==> src/rtl/lcd_bus_pkg.sv <==
// Shared constants and types for the LCD 8080-style bus controller.
package lcd_bus_pkg;

  localparam logic [1:0] ADDR_DATA   = 2'd0;
  localparam logic [1:0] ADDR_CMD    = 2'd1;
  localparam logic [1:0] ADDR_CTRL   = 2'd2;
  localparam logic [1:0] ADDR_TIMING = 2'd3;

  localparam int CTRL_RST_BIT   = 0;
  localparam int CTRL_BUSY_BIT  = 1;
  localparam int CTRL_FULL_BIT  = 2;
  localparam int CTRL_EMPTY_BIT = 3;
  localparam int CTRL_OVF_BIT   = 4;
  localparam int CTRL_FLUSH_BIT = 5;
  localparam int CTRL_FILL_LSB  = 8;
  localparam int CTRL_FILL_W    = 8;

  localparam int TIMING_W = 4;

  typedef enum logic [1:0] {
    IDLE   = 2'd0,
    SETUP  = 2'd1,
    STROBE = 2'd2,
    HOLD   = 2'd3
  } lcdState_e;

endpackage

==> src/rtl/lcd_cmd_fifo.sv <==
// Synchronous FIFO holding {rs, data} words for the LCD bus.
// Flush beats push; a full FIFO refuses pushes even while popping.
module lcd_cmd_fifo #(
  parameter int WIDTH = 17,
  parameter int DEPTH = 16
) (
  input  logic                     clk,
  input  logic                     reset_n,
  input  logic                     push_i,
  input  logic [WIDTH-1:0]         pushData_i,
  input  logic                     pop_i,
  input  logic                     flush_i,
  output logic [WIDTH-1:0]         popData_o,
  output logic                     full_o,
  output logic                     empty_o,
  output logic [$clog2(DEPTH):0]   count_o
);

  localparam int PTR_W = $clog2(DEPTH);
  localparam int CNT_W = $clog2(DEPTH) + 1;

  logic [WIDTH-1:0] mem_q [DEPTH];
  logic [PTR_W-1:0] wrPtr_q, rdPtr_q;
  logic [CNT_W-1:0] count_q;
  logic             pushOk, popOk;

  assign full_o    = (count_q == CNT_W'(DEPTH));
  assign empty_o   = (count_q == '0);
  assign pushOk    = push_i && !full_o && !flush_i;
  assign popOk     = pop_i && !empty_o && !flush_i;
  assign popData_o = mem_q[rdPtr_q];
  assign count_o   = count_q;

  always_ff @(posedge clk or negedge reset_n) begin
    if (!reset_n) begin
      wrPtr_q <= '0;
      rdPtr_q <= '0;
      count_q <= '0;
    end else if (flush_i) begin
      wrPtr_q <= '0;
      rdPtr_q <= '0;
      count_q <= '0;
    end else begin
      if (pushOk) wrPtr_q <= wrPtr_q + PTR_W'(1);
      if (popOk)  rdPtr_q <= rdPtr_q + PTR_W'(1);
      if (pushOk && !popOk)      count_q <= count_q + CNT_W'(1);
      else if (popOk && !pushOk) count_q <= count_q - CNT_W'(1);
    end
  end

  always_ff @(posedge clk) begin
    if (pushOk) mem_q[wrPtr_q] <= pushData_i;
  end

endmodule

==> src/rtl/lcd_bus_ctrl.sv <==
// Avalon-MM slave that queues LCD command/data words and replays them on an
// 8080-style write bus with programmable setup/strobe/hold phases.
module lcd_bus_ctrl
  import lcd_bus_pkg::*;
#(
  parameter int DATA_W      = 16,
  parameter int FIFO_DEPTH  = 16,
  parameter int T_SETUP_RST = 1,
  parameter int T_WR_RST    = 1,
  parameter int T_HOLD_RST  = 1
) (
  input  logic              clk,
  input  logic              reset_n,
  input  logic [1:0]        address,
  input  logic              chipselect,
  input  logic              write_n,
  input  logic              read_n,
  input  logic [31:0]       writedata,
  output logic [31:0]       readdata,
  output logic              lcd_cs_n,
  output logic              lcd_rs,
  output logic              lcd_wr_n,
  output logic [DATA_W-1:0] lcd_data,
  output logic              lcd_rst_n
);

  localparam int CNT_W  = $clog2(FIFO_DEPTH) + 1;
  localparam int WORD_W = DATA_W + 1;

  lcdState_e           state_q, state_d;
  logic [TIMING_W-1:0] phaseCnt_q, phaseCnt_d;
  logic [TIMING_W-1:0] tSetup_q, tWr_q, tHold_q;
  logic                csN_q, csN_d, wrN_q, wrN_d, rs_q, rs_d;
  logic [DATA_W-1:0]   data_q, data_d;
  logic                rstN_q, ovf_q;

  logic              wrEn, ctrlWr, pushReq, flush, pop, fifoAvail, phaseEnd, busy;
  logic              fifoFull, fifoEmpty;
  logic [WORD_W-1:0] pushWord, popWord;
  logic [CNT_W-1:0]  fifoCount;
  logic [7:0]        fillLevel;
  logic              unusedWdata;

  assign wrEn        = chipselect && !write_n;
  assign ctrlWr      = wrEn && (address == ADDR_CTRL);
  assign pushReq     = wrEn && ((address == ADDR_DATA) || (address == ADDR_CMD));
  assign pushWord    = {address == ADDR_DATA, writedata[DATA_W-1:0]};
  assign flush       = ctrlWr && writedata[CTRL_FLUSH_BIT];
  assign fifoAvail   = !fifoEmpty && !flush;
  assign phaseEnd    = (phaseCnt_q == '0);
  assign busy        = (state_q != IDLE) || !fifoEmpty;
  assign fillLevel   = 8'(fifoCount);
  assign unusedWdata = ^writedata;

  lcd_cmd_fifo #(
    .WIDTH (WORD_W),
    .DEPTH (FIFO_DEPTH)
  ) u_fifo (
    .clk        (clk),
    .reset_n    (reset_n),
    .push_i     (pushReq),
    .pushData_i (pushWord),
    .pop_i      (pop),
    .flush_i    (flush),
    .popData_o  (popWord),
    .full_o     (fifoFull),
    .empty_o    (fifoEmpty),
    .count_o    (fifoCount)
  );

  always_ff @(posedge clk or negedge reset_n) begin
    if (!reset_n) begin
      rstN_q   <= 1'b0;
      ovf_q    <= 1'b0;
      tSetup_q <= TIMING_W'(T_SETUP_RST);
      tWr_q    <= TIMING_W'(T_WR_RST);
      tHold_q  <= TIMING_W'(T_HOLD_RST);
    end else begin
      if (pushReq && fifoFull) begin
        ovf_q <= 1'b1;
      end
      if (ctrlWr) begin
        rstN_q <= writedata[CTRL_RST_BIT];
        if (writedata[CTRL_OVF_BIT]) ovf_q <= 1'b0;
      end
      if (wrEn && (address == ADDR_TIMING)) begin
        tSetup_q <= writedata[3:0];
        tWr_q    <= writedata[7:4];
        tHold_q  <= writedata[11:8];
      end
    end
  end

  // Outputs are computed alongside the next state so every lcd_* pin is a flop.
  always_comb begin
    state_d    = state_q;
    phaseCnt_d = phaseCnt_q;
    csN_d      = csN_q;
    wrN_d      = wrN_q;
    rs_d       = rs_q;
    data_d     = data_q;
    pop        = 1'b0;
    if (!phaseEnd) phaseCnt_d = phaseCnt_q - TIMING_W'(1);
    case (state_q)
      IDLE: begin
        if (fifoAvail) begin
          pop            = 1'b1;
          {rs_d, data_d} = popWord;
          csN_d          = 1'b0;
          phaseCnt_d     = tSetup_q;
          state_d        = SETUP;
        end
      end
      SETUP: begin
        if (phaseEnd) begin
          phaseCnt_d = tWr_q;
          wrN_d      = 1'b0;
          state_d    = STROBE;
        end
      end
      STROBE: begin
        if (phaseEnd) begin
          phaseCnt_d = tHold_q;
          wrN_d      = 1'b1;
          state_d    = HOLD;
        end
      end
      HOLD: begin
        if (phaseEnd) begin
          if (fifoAvail) begin
            pop            = 1'b1;
            {rs_d, data_d} = popWord;
            phaseCnt_d     = tSetup_q;
            state_d        = SETUP;
          end else begin
            csN_d   = 1'b1;
            state_d = IDLE;
          end
        end
      end
      default: state_d = IDLE;
    endcase
  end

  always_ff @(posedge clk or negedge reset_n) begin
    if (!reset_n) begin
      state_q    <= IDLE;
      phaseCnt_q <= '0;
      csN_q      <= 1'b1;
      wrN_q      <= 1'b1;
      rs_q       <= 1'b0;
      data_q     <= '0;
    end else begin
      state_q    <= state_d;
      phaseCnt_q <= phaseCnt_d;
      csN_q      <= csN_d;
      wrN_q      <= wrN_d;
      rs_q       <= rs_d;
      data_q     <= data_d;
    end
  end

  always_comb begin
    readdata = '0;
    if (chipselect && !read_n) begin
      case (address)
        ADDR_CTRL: begin
          readdata[CTRL_RST_BIT]                  = rstN_q;
          readdata[CTRL_BUSY_BIT]                 = busy;
          readdata[CTRL_FULL_BIT]                 = fifoFull;
          readdata[CTRL_EMPTY_BIT]                = fifoEmpty;
          readdata[CTRL_OVF_BIT]                  = ovf_q;
          readdata[CTRL_FILL_LSB +: CTRL_FILL_W]  = fillLevel;
        end
        ADDR_TIMING: readdata[3*TIMING_W-1:0] = {tHold_q, tWr_q, tSetup_q};
        default: readdata = '0;
      endcase
    end
  end

  assign lcd_cs_n  = csN_q;
  assign lcd_wr_n  = wrN_q;
  assign lcd_rs    = rs_q;
  assign lcd_data  = data_q;
  assign lcd_rst_n = rstN_q;

endmodule

==> config.mk <==
export PLATFORM = sky130hd
export DESIGN_NAME = lcd_bus_ctrl
export DESIGN_NICKNAME = d
export VERILOG_FILES = /design/src/rtl/lcd_bus_pkg.sv /design/src/rtl/lcd_cmd_fifo.sv /design/src/rtl/lcd_bus_ctrl.sv
export SDC_FILE = /design/constraint.sdc
export NUM_CORES = 1
export LEC_CHECK = 0
export ABC_AREA = 1
export CAP_MARGIN = 30
export CORE_MARGIN = 5
export CORE_UTILIZATION = 40
export DETAILED_ROUTE_END_ITERATION = 10
export PLACE_DENSITY = 0.54
export SYNTH_ARGS = -nofsm -noshare
export SYNTH_HDL_FRONTEND = slang
export SYNTH_SLANG_ARGS = --single-unit
==> constraint.sdc <==
create_clock -name clk -period 6.41 [get_ports clk]
set_input_delay 0.641 -clock clk [delete_from_list [all_inputs] [get_ports clk]]
set_output_delay 0.641 -clock clk [all_outputs]
set_load 0.02 [all_outputs]
Word level (Yosys, flattened, before mapping)
Memory sizes are Yosys's and may differ from the RTL's.
Index checks and enable logic that the tools add are counted.
{ "classes": {"addsub": 5, "n_mux": 45, "n_reduce_logical": 37, "eq_ne": 12} }
{ "ops": {"columns": ["op", "n"], "rows": [
  ["$mux 4", 9],
  ["$mux 16", 2],
  ["$pmux 16 s2", 1],
  ["$mux 1", 16],
  ["$pmux 4 s4", 1],
  ["$mux 5", 3],
  ["$logic_and 1x1->1", 14],
  ["$mux 13", 1],
  ["$ne 2x2->1 const B", 5],
  ["$pmux 5 s2", 1],
  ["$reduce_bool 2->1", 5],
  ["$add 4x1->4 const B", 2],
  ["$eq 2x2->1 const B", 4],
  ["$mux 2", 4],
  ["$pmux 1 s2", 4],
  ["$pmux 2 s4", 1],
  ["$pmux 4 s2", 1],
  ["$reduce_and 4->1", 2],
  ["$logic_not 1->1", 7],
  ["$add 5x1->5 const B", 1],
  ["$eq 5x5->1 const B", 1],
  ["$logic_not 5->1", 1],
  ["$sub 5x1->5 const B", 1],
  ["$eq 2x1->1 const B", 2],
  ["other kinds (8)", 10]
]} }
{ "totals": {"inputBits": 39, "ramBits": 272, "memories": 1, "out_inout_bits": 52, "reg_bits": 52, "elab_cells": 114} }
{ "memory_table": {"columns": ["memory", "words", "word_bits", "rd", "rd_clocked_by_memory_dff", "wr", "line", "source"], "rows": [
  ["u_fifo.mem_q", 16, 17, 1, 0, 1, "lcd_cmd_fifo.sv:22", "logic [WIDTH-1:0] mem_q [DEPTH];"]
]} }

Longest topological paths before layout
{ "depth": {"ltp_word": 15, "depth_mapped": 17, "mapped_depth_nobuf": 17} }

Hierarchy
From an unflattened synthesis, not the netlist that was laid out.
{ "hier_totals": {"hier_cells": 1214, "hier_area_um2": 13859.5} }
{ "modules_own_cells": {"columns": ["module", "cells_per_inst", "area_per_inst_um2", "seq_area_each_um2", "instances"], "rows": [
  ["lcd_cmd_fifo", 912, 11506.0, 8493.1, 1],
  ["lcd_bus_ctrl", 302, 2353.5, 982.2, 1]
]} }

Least setup slack after synthesis
Ideal clock, no wire load.
{ "synth_path": {"path_type": "input to register", "start": "in chipselect", "end": "mem u_fifo.mem_q[11][0], enable pin", "setup_slack_ns": 3.912, "required_ns": 6.020, "arrival_ns": 2.108, "path_stages": 8, "path_buffers": 0, "setup_ns": 0.390, "cell_sequence": "inv_1 > nor2_4 > inv_1 > nor2_1 > nand2_1 > inv_2 > nand2_1 > nor2_1"} }
{ "synth_via": {"elab_chain_cells": 7, "elab_cells_between_ends": 9, "cone_classes": "mux (2); reduce/logical (7)"} }
{ "synth_rtl": {"columns": ["item", "line", "source"], "rows": [
  ["from (decl)", "lcd_bus_ctrl.sv:15", "input logic chipselect,"],
  ["$logic_and 1x1->1 (*)", "lcd_bus_ctrl.sv:44", "assign wrEn = chipselect && !write_n;"],
  ["$logic_and 1x1->1", "lcd_bus_ctrl.sv:45", "assign ctrlWr = wrEn && (address == ADDR_CTRL);"],
  ["$logic_and 1x1->1", "lcd_bus_ctrl.sv:48", "assign flush = ctrlWr && writedata[CTRL_FLUSH_BIT];"],
  ["$logic_not 1->1", "lcd_cmd_fifo.sv:29", "assign pushOk = push_i && !full_o && !flush_i;"],
  ["$logic_and 1x1->1 (*)", "lcd_cmd_fifo.sv:29", null],
  ["$mux 1 (*)", "lcd_cmd_fifo.sv:52", "if (pushOk) mem_q[wrPtr_q] <= pushData_i;"],
  ["$mux 1 (implied by the code) (*)", "lcd_cmd_fifo.sv:52", null],
  ["to (decl)", "lcd_cmd_fifo.sv:22", null]
]} }
Mark *: on every way between the ends. The rest lies on a longest branch, timed or not.

Worst setup path in the final report
{ "layout_path": {"start": "in writedata[5]", "end": "reg u_fifo.count_q[4], in the netlist u_fifo.count_o[4]"} }
{ "layout_via": {"elab_chain_cells": 12, "elab_cells_between_ends": 16, "cone_classes": "mux (5); reduce/logical (11)"} }
{ "layout_rtl": {"columns": ["item", "line", "source"], "rows": [
  ["from (decl)", "lcd_bus_ctrl.sv:18", "input logic [31:0] writedata,"],
  ["$logic_and 1x1->1 (*)", "lcd_bus_ctrl.sv:48", null],
  ["$logic_not 1->1", "lcd_cmd_fifo.sv:29, lcd_cmd_fifo.sv:30, lcd_bus_ctrl.sv:49", null],
  ["$logic_and 1x1->1", "lcd_bus_ctrl.sv:49", "assign fifoAvail = !fifoEmpty && !flush;"],
  ["$mux 1", "lcd_bus_ctrl.sv:106, lcd_bus_ctrl.sv:130", null],
  ["$mux 1", "lcd_bus_ctrl.sv:129", "if (phaseEnd) begin"],
  ["$pmux 1 s2", "lcd_bus_ctrl.sv:104", "case (state_q)"],
  ["$logic_and 1x1->1 (2 in series)", "lcd_cmd_fifo.sv:30", "assign popOk = pop_i && !empty_o && !flush_i;"],
  ["$logic_not 1->1", "lcd_cmd_fifo.sv:46", "if (pushOk && !popOk) count_q <= count_q + CNT_W'(1);"],
  ["$logic_and 1x1->1", "lcd_cmd_fifo.sv:46", null],
  ["$mux 5", "lcd_cmd_fifo.sv:46", null],
  ["$mux 5", "lcd_cmd_fifo.sv:39", "end else if (flush_i) begin"],
  ["to (signal assigned)", "lcd_cmd_fifo.sv:46", null],
  ["to (signal assigned)", "lcd_cmd_fifo.sv:47", "else if (popOk && !pushOk) count_q <= count_q - CNT_W'(1);"],
  ["to (decl)", "lcd_cmd_fifo.sv:24", "logic [CNT_W-1:0] count_q;"]
]} }
Marks and branches as above.
A chain may end at the register's enable or synchronous reset.

==> results.py <==
metrics = {
    "status": {
        "status": "complete, no violations",
    },
    "place": {
        "port_buffers": 55,
        "gp_congestion": 0.818,
        "place_area_um2": 14700,
        "hpwlAfterDp_mm": 19.1,
    },
    "sta": {
        "min_period_over_period": 0.499,
        "worst_pin_slew_ns": 0.922,
        "fin_crit_ns": 3.20,
        "rsz0062_at_grt": "false",
        "finalMaxSlewViolations": 0,
        "setup_viol": 0,
        "hold_violations": 0,
        "max_freq_ghz": 0.313,
        "fin_skew_ns": 0.0129,
        "setup-tns-final_ns": 0,
        "relSlewSlack": 0.386,
    },
    "die": {
        "die_w_um": 196,
        "initial_core_util": 0.402,
        "core_region_area_um2": 34300,
        "die-area_um2": 38300,
        "ios": 91,
        "die_y_um": 196,
        "rows": 68,
    },
    "final_layout": {
        "area.growth.synth_to_final_pct": 15.2,
        "drive_gt1_frac": 0.107,
        "fin_nets": 1277,
        "final_core_util": 0.463,
        "antenna_cells": 0,
        "fillCellCount": 3061,
        "design_area_um2": 15900,
    },
    "setup_path": {
        "end_kind": "flip-flop",
        "worstPathRequired_ns": 6.81,
        "worstSetupStartpointType": "input pin",
        "crit_fanout": 18,
        "worstPathArrival_ns": 3.60,
        "path_class": "in2reg",
    },
    "global_route": {
        "grtUsageMet3": 0.0262,
        "overflow": 0,
        "grt.busiest_layer": "met2",
        "grt_max_degree": 83,
        "grt_antenna_before_repair": 0,
        "grt_pass1_wl_mm": 52.1,
        "grt_usage": 0.176,
        "met2_usage": 0.278,
        "grt_pass1_vias": 8569,
        "met1_usage": 0.258,
    },
    "cts": {
        "postCtsHoldBufs": 0,
        "ctsResizeCount": 0,
        "postCtsSetupRepairBufs": 0,
        "clock_latency_ns": 0.51,
        "cts_tree": "done",
        "htree_levels": 2,
        "clockBufferDepth": 3,
        "cts_root_buffer": "clkbuf_16",
        "cts_sinks": 324,
        "cts_buffers": 35,
        "clkTransAtPathRegs_ns": 0.06,
    },
    "power_and_ir_drop": {
        "total_power_uw": 7060,
        "p_leak_uw": 0.00549,
        "ir_worst_vdd_uv": 404,
        "switching_share": 0.366,
        "p_clk_frac": 0.284,
        "p_switching_uw": 2590,
        "p_int_uw": 4470,
        "power_density_nw_per_um2": 445,
        "comb_power_share": 0.325,
        "p_seq_frac": 0.391,
    },
    "logic_synthesis": {
        "yosysTopAreaCell": "edfxtp_1",
        "avgSynthCellArea_um2": 11.8,
        "yosysSeqAreaShare": 0.688,
        "yosys_warnings": 0,
        "syn_inst": 1170,
        "netlist_area_um2": 13800,
        "synth_area_leaders": "edfxtp_1 59%, dfrtp_1 8.5%, nor2_1 6.8%, o21ai_0 6.1%, o211ai_1 3.8%",
        "ys_ff_latch": 324,
        "synth_top_area_frac": 0.593,
        "ys_types": 39,
    },
    "routing": {
        "drc": 0,
        "vias": 8874,
        "final_antenna_net_count": 0,
        "wl_per_cell_um": 20.0,
        "firstDrtPassIters": 5,
        "routed_wl_mm": 34.1,
        "drtIter0Drc": 664,
        "vias_per_cell": 5.21,
    },
    "flow_run": {
        "cap_violations": 0,
    },
    "hold_path": {
        "holdCritPathClass": "in2async",
    },
}
## placed cells by master (no fill, tap or decap), types with 2 or more instances in the layout
cell | synthesis | layout
dfrtp_4 | 0 | 2
clkbuf_8 | 0 | 4
nand2_4 | 2 | 2
a21oi_1 | 23 | 23
ha_1 | 16 | 16
nor2_2 | 0 | 16
nand2_2 | 3 | 3
clkbuf_16 | 0 | 36
inv_6 | 0 | 2
clkbuf_1 | 24 | 4
mux2_2 | 9 | 9
nor2_1 | 251 | 235
dfstp_2 | 5 | 5
o211ai_1 | 69 | 69
buf_4 | 27 | 24
clkinv_1 | 1 | 7
xnor2_1 | 2 | 2
clkinv_2 | 1 | 7
xor2_1 | 2 | 2
inv_1 | 31 | 30
nand3_2 | 3 | 3
nand3_1 | 27 | 27
o21ai_0 | 169 | 169
a31oi_1 | 11 | 11
nor2_4 | 2 | 2
clkdlybuf4s50_1 | 0 | 54
o21ai_2 | 3 | 3
dfrtp_1 | 47 | 44
o21ai_1 | 19 | 19
inv_2 | 3 | 3
bufinv_16 | 0 | 3
nand2_1 | 96 | 96
edfxtp_1 | 272 | 272
nand4_1 | 7 | 7
nor3_1 | 5 | 5
conb_1 | 1 | 19
## synth_stat cells
cell,number
a211oi_1,1
a21oi_1,23
a21oi_4,1
a22oi_1,1
a31oi_1,11
buf_1,2
buf_2,27
buf_4,27
buf_6,3
clkbuf_1,24
clkinv_1,1
clkinv_2,1
conb_1,1
dfrtp_1,47
dfstp_2,5
edfxtp_1,272
fa_1,1
ha_1,16
inv_1,31
inv_2,3
mux2_2,9
nand2_1,96
nand2_2,3
nand2_4,2
nand3_1,27
nand3_2,3
nand4_1,7
nor2_1,251
nor2_4,2
nor2_8,1
nor3_1,5
o211ai_1,69
o21ai_0,169
o21ai_1,19
o21ai_2,3
o21bai_2,1
or2_2,1
xnor2_1,2
xor2_1,2
## logic make-up (layout without fill, tap and decap cells)
kind of cell | after synthesis | after routing | synth area share
adders and majority gates | 17 | 17 | 0.0160
xor gates and xnor gates | 4 | 4 | 0.00254
buffers and inverters | 119 | 178 | 0.0439
DFF | 324 | 324 | 0.688
muxes | 9 | 9 | 0.00736
other | 1 | 19 | 0.000272
AOI/OAI and AO/OA | 298 | 298 | 0.124
and+or+nand+nor | 398 | 398 | 0.118
## through the flow
stage / setup slack [ns] / instances / hold WS (ns)
2_1_floorplan: 3.91 / 1188 / 0.345
3_3_place_gp: 2.75 / 1638 / 0.490
3_5_place_dp: 2.74 / 1639 / 0.485
4_1_cts: 3.27 / 1702 / 0.333
5_1_grt: 3.01 / 1702 / 0.395
6_report: 3.21 / 1702 / 0.319
## registers in the layout, indices dropped and copies added, names as in the netlist
signal          count
u_fifo.wrPtr_q      4
lcd_data           16
u_fifo.mem_q      272
lcd_rst_n           1
tSetup_q            4
lcd_wr_n            1
u_fifo.count_o      5
ovf_q               1
tHold_q             4
state_q             2
u_fifo.rdPtr_q      4
phaseCnt_q          4
lcd_cs_n            1
tWr_q               4
lcd_rs              1
## layout make-up
class	count	area (um2)	area share
multi-input cells	745	3810	0.240
inverters	36	139	0.00875
repair buffers	79	726	0.0457
well taps	455	569	0.0359
clock buffers	44	971	0.0611
clock inverters	19	184	0.0116
flip-flops and latches	324	9480	0.597
## worst max-delay path, cell delays in order
cell,delay [ns]
clkdlybuf4s50_1,0.91
nand3_2,0.42
nand4_1,0.21
nand2_2,0.10
nand2_4,0.13
nand2_4,0.13
fa_1,0.43
nand3_1,0.11
nand2_1,0.07
xor2_1,0.18
inv_1,0.06
nand2_1,0.06
nand2_1,0.05
nand2_1,0.06
nand2_1,0.04
## final timing paths
path | slack (ns) | to | start | cells after the start
setup / recovery | 3.21 | u_fifo.count_o[4] | writedata[5] | 15
hold / removal | 0.32 | u_fifo.count_o[2] | reset_n | 2
setup reg to reg | 3.34 | lcd_data[10] | u_fifo.rdPtr_q[0] | 6
hold reg to reg | 0.51 | lcd_cs_n | lcd_cs_n | 2
max in group asynchronous | 5.46 | u_fifo.rdPtr_q[1] | reset_n | 2
min in group clk | 0.51 | lcd_cs_n | lcd_cs_n | 2
## routing by layer
layer | share of wire | wire length, um
met1 | 0.48 | 16300
met3 | 0.045 | 1550
met2 | 0.46 | 15600
met5 | 0 | 0
met4 | 0.019 | 646
## power by group through the flow
stage	Combinational, uW	Clock, uW	Sequential, uW
2_1_floorplan	1710	0	2690
3_3_place_gp	2290	0	2800
3_5_place_dp	2310	0	2800
4_1_cts	2320	2040	2760
5_1_grt	2580	2140	2790
6_report	2290	2010	2760
Note: power is estimated with default switching activity, not from simulation.
